**src/rtl/fetch_ctrl.sv**
```systemverilog
// fetch_ctrl: owns the fetch PC, drives the 1-cycle imem port and tags returned words with pc/valid/fault
module fetch_ctrl #(
  parameter logic [31:0] RESET_PC   = 32'h0000_0000,
  parameter int          IMEM_WORDS = 512
) (
  input  logic        clk,
  input  logic        rst,
  input  logic        stall_i,
  input  logic        redirect_i,
  input  logic [31:0] redirect_pc_i,
  output logic [31:0] imem_addr_o,
  output logic        imem_en_o,
  output logic        imem_nop_o,
  input  logic [31:0] imem_instr_i,
  input  logic        imem_nop_i,
  output logic [31:0] instr_o,
  output logic [31:0] pc_o,
  output logic        valid_o,
  output logic [1:0]  fault_o
);
  localparam logic [31:0] LIMIT = 32'(IMEM_WORDS * 4);
  logic [31:0] pc;
  logic        valid_q;
  logic        started;
  logic        in_range;
  always_comb begin
    in_range    = pc < LIMIT;
    imem_addr_o = pc;
    instr_o     = imem_instr_i;
    valid_o     = valid_q & ~imem_nop_i;
    imem_en_o   = started & ~redirect_i & ~stall_i & in_range;
    imem_nop_o  = ~started | redirect_i | (~stall_i & ~in_range);
  end
  always_ff @(posedge clk or negedge rst) begin
    if (!rst) begin
      pc      <= RESET_PC;
      pc_o    <= RESET_PC;
      valid_q <= 1'b0;
      fault_o <= 2'b00;
      started <= 1'b0;
    end else if (!started) begin
      started <= 1'b1;
    end else if (redirect_i) begin
      pc         <= {redirect_pc_i[31:2], 2'b00};
      pc_o       <= pc;
      valid_q    <= 1'b0;
      fault_o[0] <= fault_o[0] | (|redirect_pc_i[1:0]);
    end else if (!stall_i) begin
      if (in_range) begin
        pc      <= pc + 32'd4;
        pc_o    <= pc;
        valid_q <= 1'b1;
      end else begin
        valid_q    <= 1'b0;
        fault_o[1] <= 1'b1;
      end
    end
  end
endmodule

```
**config.mk**
```make
export PLATFORM = sky130hd
export DESIGN_NAME = fetch_ctrl
export DESIGN_NICKNAME = d
export VERILOG_FILES = /design/src/rtl/fetch_ctrl.sv
export SDC_FILE = /design/constraint.sdc
export NUM_CORES = 1
export LEC_CHECK = 0
export CELL_PAD_IN_SITES_DETAIL_PLACEMENT = 1
export CELL_PAD_IN_SITES_GLOBAL_PLACEMENT = 1
export CORE_ASPECT_RATIO = 0.75
export CORE_MARGIN = 1
export CORE_UTILIZATION = 32
export CTS_BUF_LIST = sky130_fd_sc_hd__clkbuf_4 sky130_fd_sc_hd__clkbuf_8
export CTS_CLUSTER_SIZE = 10
export DETAILED_ROUTE_END_ITERATION = 16
export GPL_ROUTABILITY_DRIVEN = 0
export PLACE_DENSITY_LB_ADDON = 0.15
export SYNTH_ARGS = -nofsm -noshare
export SYNTH_HDL_FRONTEND = slang
export SYNTH_SLANG_ARGS = --single-unit
```
**constraint.sdc**
```tcl
create_clock -name clk -period 4.8 [get_ports clk]
set_input_delay 0.72 -clock clk [delete_from_list [all_inputs] [get_ports clk]]
set_output_delay 0.72 -clock clk [all_outputs]
set_load 0.05 [all_outputs]
```
==> results.cfg <==
[clocking]
clk_pin_slew_ns = 0.07
clkSinkCount = 64
clk_path_buf_depth = 2
post_cts.repair.setup_buffers = 0
hold_buffers = 0
tritoncts = done
cts_root_buffer = clkbuf_8
worstSkewPairLatency_ns = 0.36
cts_max_level = 3
numCtsBuffers = 9
cts_repair_resize_count = 0

[layout]
diodes = 0
nets = 450
drive_above_1_share_pct = 15.4
area_growth_pct = 30.7

[synth]
synth-main-ff-cell = dfrtp_1
syn_area_mm2 = 0.00330
avgSynthCellArea_um2 = 10.6
yosys_warnings = 0
synth_edf_count = 0
netlist-cell-type-count = 43
ys_seq_area_share_pct = 48.5
synth_seq_cells = 64
syn_inst = 311
async_flop_share_pct = 100

[worst_setup_path]
reg2reg_depth = 5
cp.required_ns = 4.08
r2r-start = imem_addr_o[16]
setup.worst_path.class = reg -> out
crit_fanout = 10
endpoint = imem_en_o
r2r_slack_ns = 2.23
endpoint_kind = output port
setup.worst_path.start = imem_addr_o[16]
arrival_ns = 3.25
setup.worst_path.start_class = flop
rr_endpoint = pc_o[8]

[route]
routedWlPerCell_um = 17.7
vias = 2543
via_per_inst = 4.94
postRouteAntennaNets = 0
wl_mm = 9.09
firstDrtPassIters = 4
drtIter0Drc = 123
drc = 0

[placement]
io_buffers = 101
hpwl_mm = 6.38
dpl_worst_slack_ns = 1.18

[power_and_ir_drop]
power_density_mw_per_mm2 = 462
ir_drop_uv = 142
p_leak_nw = 1.85

[global_routing]
top_usage_layer = met1
grt_pass1_wl_mm = 14.7
grt_usage_pct = 18.0
antenna_found_initial = 0
grt-ovfl-total = 0
first_global_vias = 2570
grt_use_met2_pct = 25.3
grt_max_degree = 65
grt_util_met1_pct = 25.4
grtUsageMet3_pct = 6.22

[timing]
finalSetupViolCount = 0
setup_tns_ns = 0
worst_slew_pin_slew_ns = 0.844
fin_skew_ns = 0.00885
max_slew_margin_pct = 43.7
holdWs_ns = 0.463
fmax_mhz = 252
hold_viol_final = 0
period_share_pct = 82.7
post-route-min-period_ns = 3.97
drv_slew = 0
worst_slack_ns = 0.829
rsz0062_at_grt = no

[floorplanning]
start_util_pct = 33.5
core_region_area_mm2 = 0.00985
die_x_um = 119
rows = 31
die_area_mm2 = 0.0107
top_level_ports = 170
die_h_um = 90.0

[run]
drv_cap = 0

[status]
status = complete, no violations

[min_path]
hold_path_class = reg -> reg
-- stage by stage --
stage	instance area (um^2)	std cells	util, %	power (mW)
floorplan	3310	314	-	1.36
global placement	4150	501	42.1	1.58
detailed placement	4150	501	42.1	1.59
CTS	4320	515	43.8	2.02
global route	4320	515	43.8	2.09
finish	4320	515	43.8	1.99
-- cell usage after synthesis, drive strengths merged, types with 3 or more instances --
library cell / count / area [um^2]
nor4: 7 / 43.8
o22ai: 6 / 37.5
a21oi: 6 / 30.0
nand2: 61 / 229
dfrtp: 64 / 1600
nor3: 6 / 30.0
buf: 40 / 333
o21ai: 3 / 18.8
nand4: 6 / 37.5
nand3: 8 / 40.0
nor2: 14 / 52.6
inv: 4 / 15.0
clkbuf: 11 / 41.3
mux2: 33 / 473
or4: 5 / 41.3
o211ai: 5 / 37.5
or3: 4 / 25.0
-- state kept, by name, summed over array words and instances, names as in the netlist --
signal,cells
valid_q,1
imem_addr_o,30
fault_o,2
started,1
pc_o,30
-- area by class of cell --
type / instances / area, um^2
clock inverters: 1 / 5.00
repair buffers: 106 / 1050
flip-flops and latches: 64 / 1600
multi-input cells: 195 / 1320
inverters: 4 / 15.0
well taps: 132 / 165
fillers: 1114 / 5540
clock buffers: 13 / 160
-- layer usage --
layer,vias to the layer above,share of wire (%)
li1,1178,-
met1,1255,49
met2,90,42
met3,20,6.9
met4,0,1.7
met5,-,0
-- cell usage in the layout, fill, tap and decap left out, types with 3 or more instances in the layout --
| cell type | synthesis | routed |
|---|---|---|
| clkbuf_4 | 0 | 3 |
| or4_1 | 4 | 4 |
| or3_1 | 4 | 4 |
| buf_4 | 36 | 6 |
| nor2_1 | 14 | 14 |
| o211ai_1 | 5 | 5 |
| mux2_2 | 6 | 6 |
| dfrtp_1 | 64 | 64 |
| clkdlybuf4s50_1 | 0 | 100 |
| a21oi_1 | 6 | 6 |
| inv_1 | 4 | 4 |
| nand4_1 | 6 | 6 |
| nor3_1 | 6 | 6 |
| o22ai_1 | 6 | 6 |
| mux2_4 | 27 | 27 |
| conb_1 | 2 | 5 |
| clkbuf_8 | 0 | 10 |
| nor4_1 | 7 | 7 |
| nand2_1 | 61 | 61 |
| nand3_1 | 8 | 8 |
-- critical path, stage by stage, from the launching register on --
cell and delay [ns]:
dfrtp_1 0.42, or4_1 0.57, nand4b_1 0.44, or2_2 0.43, nor3_1 0.20, clkdlybuf4s50_1 0.83
-- how the worst min path moves through the flow --
| stage | startpoint | to | slack [ns] | cells after the start |
|---|---|---|---|---|
| floorplan | rst | fault_o[0] | 0.42 | 0 |
| global route | fault_o[1] | fault_o[1] | 0.48 | 1 |
| global placement | fault_o[1] | fault_o[1] | 0.46 | 1 |
| finish | fault_o[1] | fault_o[1] | 0.46 | 1 |
| CTS | fault_o[1] | fault_o[1] | 0.47 | 1 |
| detailed placement | fault_o[1] | fault_o[1] | 0.45 | 1 |
-- power breakdown --
part	total, mW	switching [mW]	internal [mW]
logic	0.819	0.504	0.315
clock network	0.419	0.207	0.213
registers	0.754	0.115	0.639
-- cells by family after synthesis --
| family | after synthesis | share of synthesized area, % |
|---|---|---|
| buf+inv | 55 | 11.8 |
| fa+ha+maj | 1 | 0.379 |
| simple gates | 121 | 17.2 |
| mux | 33 | 14.3 |
| other cells | 2 | 0.228 |
| compound gates | 35 | 7.51 |
| flops | 64 | 48.5 |
Note: power is estimated with default switching activity, not from simulation.
